==> src/rtl/nand_share_arbiter_pkg.sv <==
// nand_share_arbiter_pkg: shared state encodings and op codes for the NAND share arbiter
package nand_share_arbiter_pkg;
    typedef enum logic [1:0] {
        ST_IDLE = 2'd0,
        ST_EVAL = 2'd1,
        ST_ACK  = 2'd2
    } state_t;
    localparam logic OP_NAND = 1'b0;
    localparam logic OP_AND  = 1'b1;
endpackage

==> src/rtl/nand_share_arbiter_nand_gate.sv <==
// NAND_GATE: the single shared two-input NAND primitive
//   a, b : operands
//   y    : ~(a & b)
module NAND_GATE (
    input  logic a,
    input  logic b,
    output logic y
);
    assign y = ~(a & b);
endmodule

==> src/rtl/nand_share_arbiter_rr_pick.sv <==
// rr_pick: combinational round-robin picker, first set req at or above ptr, with wrap
//   req : request vector
//   ptr : search start index
//   any : at least one request present
//   idx : index of the winner (0 when any is low)
module rr_pick #(
    parameter int NUM_REQ = 4,
    parameter int ID_W    = $clog2(NUM_REQ)
) (
    input  logic [NUM_REQ-1:0] req,
    input  logic [ID_W-1:0]    ptr,
    output logic               any,
    output logic [ID_W-1:0]    idx
);
    logic [NUM_REQ-1:0]   mask;
    logic [2*NUM_REQ-1:0] dbl;
    // The lower half holds requests at or above ptr; the upper half is the full
    // vector, so the lowest set bit of dbl is the wrapped round-robin winner.
    always_comb begin
        mask = ~((NUM_REQ'(1) << ptr) - NUM_REQ'(1));
        dbl  = {req, req & mask};
        any  = |req;
        idx  = '0;
        for (int i = 2*NUM_REQ-1; i >= 0; i--)
            if (dbl[i]) idx = ID_W'(i % NUM_REQ);
    end
endmodule

==> src/rtl/nand_share_arbiter.sv <==
// nand_share_arbiter: round-robin sharing of one NAND gate among NUM_REQ requesters
//   clk, rst : clock, synchronous active-high reset
//   req      : per-requester level request, held until ack
//   in0, in1 : per-requester operand bits
//   op       : per-requester op select (0 NAND, 1 AND)
//   ack      : one-cycle one-hot completion pulse
//   out      : result of the granted op, held between ops
//   busy     : high while an op is in flight
//   gnt_id   : index of the current or last granted requester
module nand_share_arbiter
    import nand_share_arbiter_pkg::*;
#(
    parameter  int NUM_REQ = 4,
    localparam int ID_W    = $clog2(NUM_REQ)
) (
    input  logic               clk,
    input  logic               rst,
    input  logic [NUM_REQ-1:0] req,
    input  logic [NUM_REQ-1:0] in0,
    input  logic [NUM_REQ-1:0] in1,
    input  logic [NUM_REQ-1:0] op,
    output logic [NUM_REQ-1:0] ack,
    output logic               out,
    output logic               busy,
    output logic [ID_W-1:0]    gnt_id
);
    state_t             state, state_nxt;
    logic               a, b, o, a_nxt, b_nxt, o_nxt;
    logic [ID_W-1:0]    rr_ptr, rr_ptr_nxt, gnt_nxt, pick_idx;
    logic               pick_any, nand_y, out_nxt;
    logic [NUM_REQ-1:0] ack_nxt;

    rr_pick #(.NUM_REQ(NUM_REQ), .ID_W(ID_W)) u_pick (
        .req (req),
        .ptr (rr_ptr),
        .any (pick_any),
        .idx (pick_idx)
    );

    NAND_GATE u_nand (
        .a (a),
        .b (b),
        .y (nand_y)
    );

    assign busy = (state != ST_IDLE);

    always_ff @(posedge clk) begin
        if (rst) begin
            state  <= ST_IDLE;
            ack    <= '0;
            out    <= 1'b0;
            gnt_id <= '0;
            rr_ptr <= '0;
            a      <= 1'b0;
            b      <= 1'b0;
            o      <= OP_NAND;
        end else begin
            state  <= state_nxt;
            ack    <= ack_nxt;
            out    <= out_nxt;
            gnt_id <= gnt_nxt;
            rr_ptr <= rr_ptr_nxt;
            a      <= a_nxt;
            b      <= b_nxt;
            o      <= o_nxt;
        end
    end

    // Unused state encodings fall through to the default and return to IDLE.
    always_comb begin
        state_nxt  = ST_IDLE;
        ack_nxt    = '0;
        out_nxt    = out;
        gnt_nxt    = gnt_id;
        rr_ptr_nxt = rr_ptr;
        a_nxt      = a;
        b_nxt      = b;
        o_nxt      = o;
        case (state)
            ST_IDLE: begin
                if (pick_any) begin
                    a_nxt      = in0[pick_idx];
                    b_nxt      = in1[pick_idx];
                    o_nxt      = op[pick_idx];
                    gnt_nxt    = pick_idx;
                    rr_ptr_nxt = (pick_idx == ID_W'(NUM_REQ-1)) ? '0 : pick_idx + 1'b1;
                    state_nxt  = ST_EVAL;
                end
            end
            ST_EVAL: begin
                out_nxt   = (o == OP_AND) ? ~nand_y : nand_y;
                ack_nxt   = NUM_REQ'(1) << gnt_id;
                state_nxt = ST_ACK;
            end
            default: state_nxt = ST_IDLE;
        endcase
    end
endmodule
==> config.mk <==
export PLATFORM = sky130hd
export DESIGN_NAME = nand_share_arbiter
export DESIGN_NICKNAME = d
export VERILOG_FILES = /design/src/rtl/nand_share_arbiter_pkg.sv /design/src/rtl/nand_share_arbiter_nand_gate.sv /design/src/rtl/nand_share_arbiter_rr_pick.sv /design/src/rtl/nand_share_arbiter.sv
export SDC_FILE = /design/constraint.sdc
export NUM_CORES = 1
export LEC_CHECK = 0
export BUFFER_PORTS_ARGS = -buffer_cell sky130_fd_sc_hd__buf_2
export CAP_MARGIN = 20
export CORE_MARGIN = 4
export CORE_UTILIZATION = 45
export CTS_CLUSTER_SIZE = 24
export DETAILED_ROUTE_END_ITERATION = 10
export GPL_TIMING_DRIVEN = 0
export PLACE_DENSITY = 0.75
export SLEW_MARGIN = 25
export SYNTH_ARGS = -nofsm -noshare
export SYNTH_HDL_FRONTEND = slang
export SYNTH_SLANG_ARGS = --single-unit
==> constraint.sdc <==
create_clock -name clk -period 1.6 [get_ports clk]
set_input_delay 0.08 -clock clk [delete_from_list [all_inputs] [get_ports clk]]
set_output_delay 0.08 -clock clk [all_outputs]
set_load 0.01 [all_outputs]
==> summary.md, run 1 <==
| Metric | Value |
|---|---|
| CP required | `1.76 ns` |
| Initial DRT Pass Iterations | `3` |
| Post-synth EDFFs | `0` |
| Register area share after synthesis | `42.7%` |
| WL per Instance | `12.1 um` |
| Hold depth | `2` |
| Port Buffers | `24` |
| Detailed Route Iter0 Violations | `3` |
| Dominant cell type by area after synthesis | `dfxtp_1` |
| Worst Setup Start Kind | `flip-flop` |
| Htree depth | `1` |
| Number of cell rows | `13` |
| RSZ-0062 raised after global routing | `false` |
| CTS Buf Count | `3` |
| Measured slew at the worst slew-check pin | `0.396 ns` |
| Final Core Density | `62.5%` |
| Worst Hold Path EP | `rr_ptr[1]` |
| Synth-to-Final Area Change | `26.9%` |
| Initial antenna violation count | `0` |
| Worst skew pair latency | `0.27 ns` |
| Minimum clock period | `1.48 ns` |
| Critical register-to-register path startpoint | `rr_ptr[1]` |
| Fmax | `0.675 GHz` |
| Top Ports | `26` |
| Worst slew margin | `73.5%` |
| Endpoints failing hold | `0` |
| Crit path arrival time | `1.64 ns` |
| Core Region | `1330 sq um` |
| Vias | `580` |
| Smallest setup slack after layout | `0.118 ns` |
| Ranking of synthesized cells by area | `dfxtp_1 (43%), mux2i_1 (12%), nand3b_1 (4.6%)` |
| CTS sink count | `14` |
| Tot GR Track Use | `14.1%` |
| DP Wirelength | `1070 um` |
| Global placer's final weighted congestion | `0.689` |
| Yosys reg bits | `14` |
| Nature of the critical path endpoint | `flip-flop` |
| Worst Hold Class | `input pin to flip-flop` |
| Residual DRC | `0` |
| Worst Path Max Fanout | `7` |
| Pin count of the biggest net entering global routing | `11` |
| DP Worst Slack | `0.0877 ns` |
| Vias in the first global route | `556` |
| Number of vias per cell | `5.27` |
| First-pass GRT wire length | `2240 um` |
| Post-route ant nets | `0` |
| Grt ovf | `0` |
| R2r setup slk | `0.12 ns` |
| Overall power | `902 uW` |
| Final nets | `114` |
| Critical-path cell list | `mux2i_1 > o22ai_1 > nor2_4 > mux2i_1 > o221ai_1` |
| Crit-path max cell delay | `0.38 ns` |
| Area of the die | `2130 sq um` |
| Synth cell types | `28` |
| Clock skew | `0.00611 ns` |
| Pins Over Slew Limit | `0` |
| Setup violations, final | `0` |
| Fin Hold WS | `0.0991 ns` |
| Slowest stage cell, crit path | `dfxtp_2` |
| Reg-to-reg endpoint | `a` |
| CTS Root Cell | `clkbuf_4` |
| Crit Path Class | `flip-flop to flip-flop` |
| Status | `finished clean` |
| Post-synthesis average cell area | `9.80 sq um` |
| Reg clk slew, reported paths | `0.09 ns` |
| Worst hold start | `rst` |
| Max-cap viol count | `0` |
| Area share of the largest cell type after synthesis | `42.7%` |
| Starting Density | `49.2%` |
| Worst r2r path cells | `5` |
| Syn_nets | `85` |
| Asr flop ratio synth | `0%` |
| Height of the chip | `46.2 um` |
| Post-synthesis cell area | `657 sq um` |
| Layout cells sized above 1 | `38.9%` |
| Mapped Cells | `67` |
| Routed WL | `1330 um` |
| Synth Flop Type | `dfxtp_1` |
| CTS tree | `built` |
| Peak VDD IR | `0.681 mV` |
| Fin crit share | `92.6%` |
| Leak | `0.383 nW` |
| Chip width | `46.2 um` |
| Diode count | `0` |
| Synth warn | `0` |
| Crit-path most repeated cell | `mux2i_1` |
| Max Buffers Root-to-Sink | `2` |
| TNS Setup | `0 ns` |
| Pwr/cell area | `1080 nW/um^2` |
## how the worst max path moves through the flow
| stage | from | endpoint | cells past startpoint |
|---|---|---|---|
| 3_3_place_gp | rr_ptr[1] | b | 5 |
| 3_5_place_dp | rr_ptr[1] | a | 5 |
| 5_1_grt | rr_ptr[1] | o | 5 |
| 4_1_cts | rr_ptr[1] | a | 5 |
| 6_report | rr_ptr[1] | a | 5 |
| 2_1_floorplan | rr_ptr[1] | a | 5 |
## sequential cells by signal (all words and copies together), names as in the netlist
register  flops
ack           4
a             1
out           1
rr_ptr        2
b             1
state         2
gnt_id        2
o             1
## cell families (layout without fill, tap and decap cells)
logic type | after synthesis | count (layout) | synth area share, %
AOI/OAI and AO/OA | 12 | 12 | 13.1
xor gates and xnor gates | 2 | 2 | 2.67
buffers and inverters | 3 | 31 | 3.05
DFF | 14 | 14 | 42.7
muxes | 8 | 8 | 12.2
and+or+nand+nor | 28 | 28 | 26.3
## repair_timing
action | 4_1_cts | 5_1_grt
resized for setup | 0 | 1
hold buffers | 0 | 0
endpoints found under the hold margin | 0 | 0
buffers inserted | 0 | 0
endpoints found under the setup margin | 0 | 3
## synthesized netlist by cell type (2+ instances only)
| cell | n |
|---|---|
| dfxtp_1 | 14 |
| mux2i_1 | 8 |
| nand2_1 | 6 |
| a21oi_1 | 5 |
| nor2_1 | 5 |
| nand3b_1 | 4 |
| o221ai_1 | 3 |
| nor2_4 | 2 |
## worst max-delay path: cells and delay by family, from the launching register on
| family | cells | cell delay [ns] |
|---|---|---|
| AO/OA/AOI/OAI | 2 | 0.29 |
| flip-flops | 1 | 0.38 |
| AND/OR/NAND/NOR | 1 | 0.27 |
| multiplexers | 2 | 0.43 |
## report_power, final
group          total, mW  internal (mW)  leakage (nW)  switching (mW)
registers          0.417          0.389         0.115          0.0280
logic              0.237          0.118         0.247           0.119
clock network      0.249          0.138        0.0210           0.111
total              0.902          0.645         0.383           0.257
## layout make-up
cell class	instances	area, sq um
tap	15	18.8
multi-input combinational	50	357
inverter	1	3.75
timing repair buffer	24	120
buffer	2	16.3
clock buffer	4	36.3
fill	129	500
sequential	14	282
## cells in the final DEF (no fill, tap or decap), types with 2 or more instances in the layout
master and instances:
buf_2 25, o221ai_1 3, nand2_1 6, mux2i_1 8, nor2_4 2, a21oi_1 5
nand3b_1 4, dfxtp_1 13, clkbuf_4 3, nor2_1 5
## per-stage QoR
stage	std cells	cell area, sq um
2_1_floorplan	67	657
3_3_place_gp	106	796
3_5_place_dp	106	796
4_1_cts	110	832
5_1_grt	110	833
6_report	110	833
## per-layer routing
| metal | wire length [um] | vias up | GRT usage (%) |
|---|---|---|---|
| li1 | - | 297 | - |
| met1 | 584 | 271 | 17.6 |
| met2 | 667 | 12 | 23.9 |
| met3 | 78 | 0 | 2.34 |
| met4 | 0 | 0 | 5.11 |
| met5 | 0 | - | 0 |
(Power assumes the default switching activity.)
==> run 2: changes to the inputs <==
--- a/config.mk
+++ b/config.mk
@@ -12,7 +12,7 @@
 export CTS_CLUSTER_SIZE = 24
 export DETAILED_ROUTE_END_ITERATION = 10
 export GPL_TIMING_DRIVEN = 0
-export PLACE_DENSITY = 0.75
+export PLACE_DENSITY_LB_ADDON = 0.25
 export SLEW_MARGIN = 25
 export SYNTH_ARGS = -nofsm -noshare
 export SYNTH_HDL_FRONTEND = slang
==> run 2 against run 1 <==
Compared with the run above: final cell count is 1.8% higher; clock skew decreased by 0.0043 ns; largest cell class unchanged; via count shrank 3.8%; critical endpoint is now gnt_id[0]; power increased by 1.6%.
==> summary.md, run 2 (synthesis results as in run 1) <==
| Metric | Value |
|---|---|
| Pwr/cell area | `1080 nW/um^2 (about the same)` |
| Height of the chip | `46.2 um (unchanged)` |
| Residual DRC | `0 (unchanged)` |
| TNS Setup | `0 ns (unchanged)` |
| Minimum clock period | `1.44 ns (was 1.48 ns)` |
| Pins Over Slew Limit | `0 (unchanged)` |
| Status | `finished clean (unchanged)` |
| Initial antenna violation count | `0 (unchanged)` |
| Hold depth | `3 (was 2)` |
| Vias in the first global route | `534 (was 556)` |
| Nature of the critical path endpoint | `flip-flop (unchanged)` |
| Most frequent cells in the layout | `buf_2 (25), dfxtp_1 (13), mux2i_1 (8), nand2_1 (6) (unchanged)` |
| RSZ-0062 raised after global routing | `false (unchanged)` |
| Final Cell Area | `848 sq um (was 833 sq um)` |
| Crit Path Class | `flip-flop to flip-flop (unchanged)` |
| Chip width | `46.2 um (unchanged)` |
| WL per Instance | `11.8 um (was 12.1 um)` |
| Number of cell rows | `13 (unchanged)` |
| Htree depth | `1 (unchanged)` |
| Smallest setup slack after layout | `0.156 ns (was 0.118 ns)` |
| Post-route ant nets | `0 (unchanged)` |
| Fmax | `0.693 GHz (was 0.675 GHz)` |
| CTS tree | `built (unchanged)` |
| Area after DPL | `796 sq um (unchanged)` |
| # fillers | `133 (was 129)` |
| Quantity of hold-fixing buffers added after cts | `0 (unchanged)` |
| Layout cells sized above 1 | `40.2% (was 38.9%)` |
| Max FFs per register | `4 (unchanged)` |
| Worst r2r path cells | `6 (was 5)` |
| Reg clk slew, reported paths | `0.09 ns (about the same)` |
| CTS sink count | `14 (unchanged)` |
| Final Core Density | `63.6% (was 62.5%)` |
| CTS Root Cell | `clkbuf_4 (unchanged)` |
| Final nets | `116 (was 114)` |
| Diode count | `0 (unchanged)` |
| Overall power | `917 uW (was 902 uW)` |
| Fin crit share | `90.2% (was 92.6%)` |
| Worst slew margin | `73.6% (was 73.5%)` |
| Grt ovf | `0 (unchanged)` |
| Leak | `0.393 nW (was 0.383 nW)` |
| Synth-to-Final Area Change | `29.1% (was 26.9%)` |
| Initial DRT Pass Iterations | `4 (was 3)` |
| Pin count of the biggest net entering global routing | `11 (unchanged)` |
| Peak VDD IR | `0.632 mV (was 0.681 mV)` |
| Max-cap viol count | `0 (unchanged)` |
| Core Region | `1330 sq um (unchanged)` |
| DP Wirelength | `1020 um (was 1070 um)` |
| Detailed Route Iter0 Violations | `4 (was 3)` |
| Worst Hold Class | `input pin to flip-flop (unchanged)` |
| First-pass GRT wire length | `2200 um (was 2240 um)` |
| Endpoints failing hold | `0 (unchanged)` |
| Crit path arrival time | `1.66 ns (was 1.64 ns)` |
| Measured slew at the worst slew-check pin | `0.395 ns (was 0.396 ns)` |
| Clock skew | `0.00181 ns (was 0.00611 ns)` |
| CTS Buf Count | `3 (unchanged)` |
| Worst Path Max Fanout | `8 (was 7)` |
| Setup violations, final | `0 (unchanged)` |
| Max Buffers Root-to-Sink | `2 (unchanged)` |
| Tot GR Track Use | `14.4% (was 14.1%)` |
| Fin cells | `112 (was 110)` |
| Area of the die | `2130 sq um (unchanged)` |
| Placed Cells | `106 (unchanged)` |
| DP Worst Slack | `0.0658 ns (was 0.0877 ns)` |
| Port Buffers | `24 (unchanged)` |
| Global placer's final weighted congestion | `0.693 (was 0.689)` |
| Biggest register | `ack (unchanged)` |
| CP required | `1.82 ns (was 1.76 ns)` |
| Top Ports | `26 (unchanged)` |
| Fin Hold WS | `0.102 ns (was 0.0991 ns)` |
| Vias | `558 (was 580)` |
| Starting Density | `49.2% (unchanged)` |
| Worst skew pair latency | `0.27 ns (about the same)` |
| Number of vias per cell | `4.98 (was 5.27)` |
| Leading cell type in the layout, fill and taps excluded | `buf_2 (unchanged)` |
| Routed WL | `1320 um (was 1330 um)` |
| Worst Setup Start Kind | `flip-flop (unchanged)` |
-- run 2: path summary, 6_finish.rpt --
check / from / end / slack [ns]
worst min register to register: gnt_id[0] / ack[1] / 0.49
worst min-delay path: in0[3] / a / 0.10
worst max-delay path: state[1] / gnt_id[0] / 0.16
worst max register to register: state[1] / gnt_id[0] / 0.16
-- run 2: metal layers --
layer / vias up / track usage, % / share of wire (%)
met4: 0 / 6.82 / 0
met3: 0 / 3.52 / 7.1
li1: 299 / - / -
met5: - / 0 / 0
met2: 18 / 21.7 / 45
met1: 241 / 19.0 / 47
-- run 2: worst max-delay path, stage by stage (launching register included) --
cell and delay (ns):
dfxtp_1 0.32, or2_4 0.25, or2_1 0.24, buf_6 0.14, nor3_1 0.28, a21oi_1 0.07, nor2_1 0.09
-- run 2: layout make-up --
cell class / instances / area [sq um] / area share, %
multi-input cells: 50 / 357 / 42.0
flip-flops and latches: 14 / 282 / 33.2
repair buffers: 26 / 135 / 15.9
clock buffers: 4 / 36.3 / 4.28
well taps: 15 / 18.8 / 2.21
plain buffers: 2 / 16.3 / 1.92
inverters: 1 / 3.75 / 0.442
-- run 2: power by group --
part / switching [mW] / internal, mW
logic: 0.120 / 0.129
clock network: 0.114 / 0.138
registers: 0.0269 / 0.389
-- run 2: what timing repair did --
item | in CTS | in global routing
buffers inserted | 0 | 2
endpoints found under the hold margin | 0 | 0
resized for setup | 0 | 1
setup endpoints to repair | 0 | 2
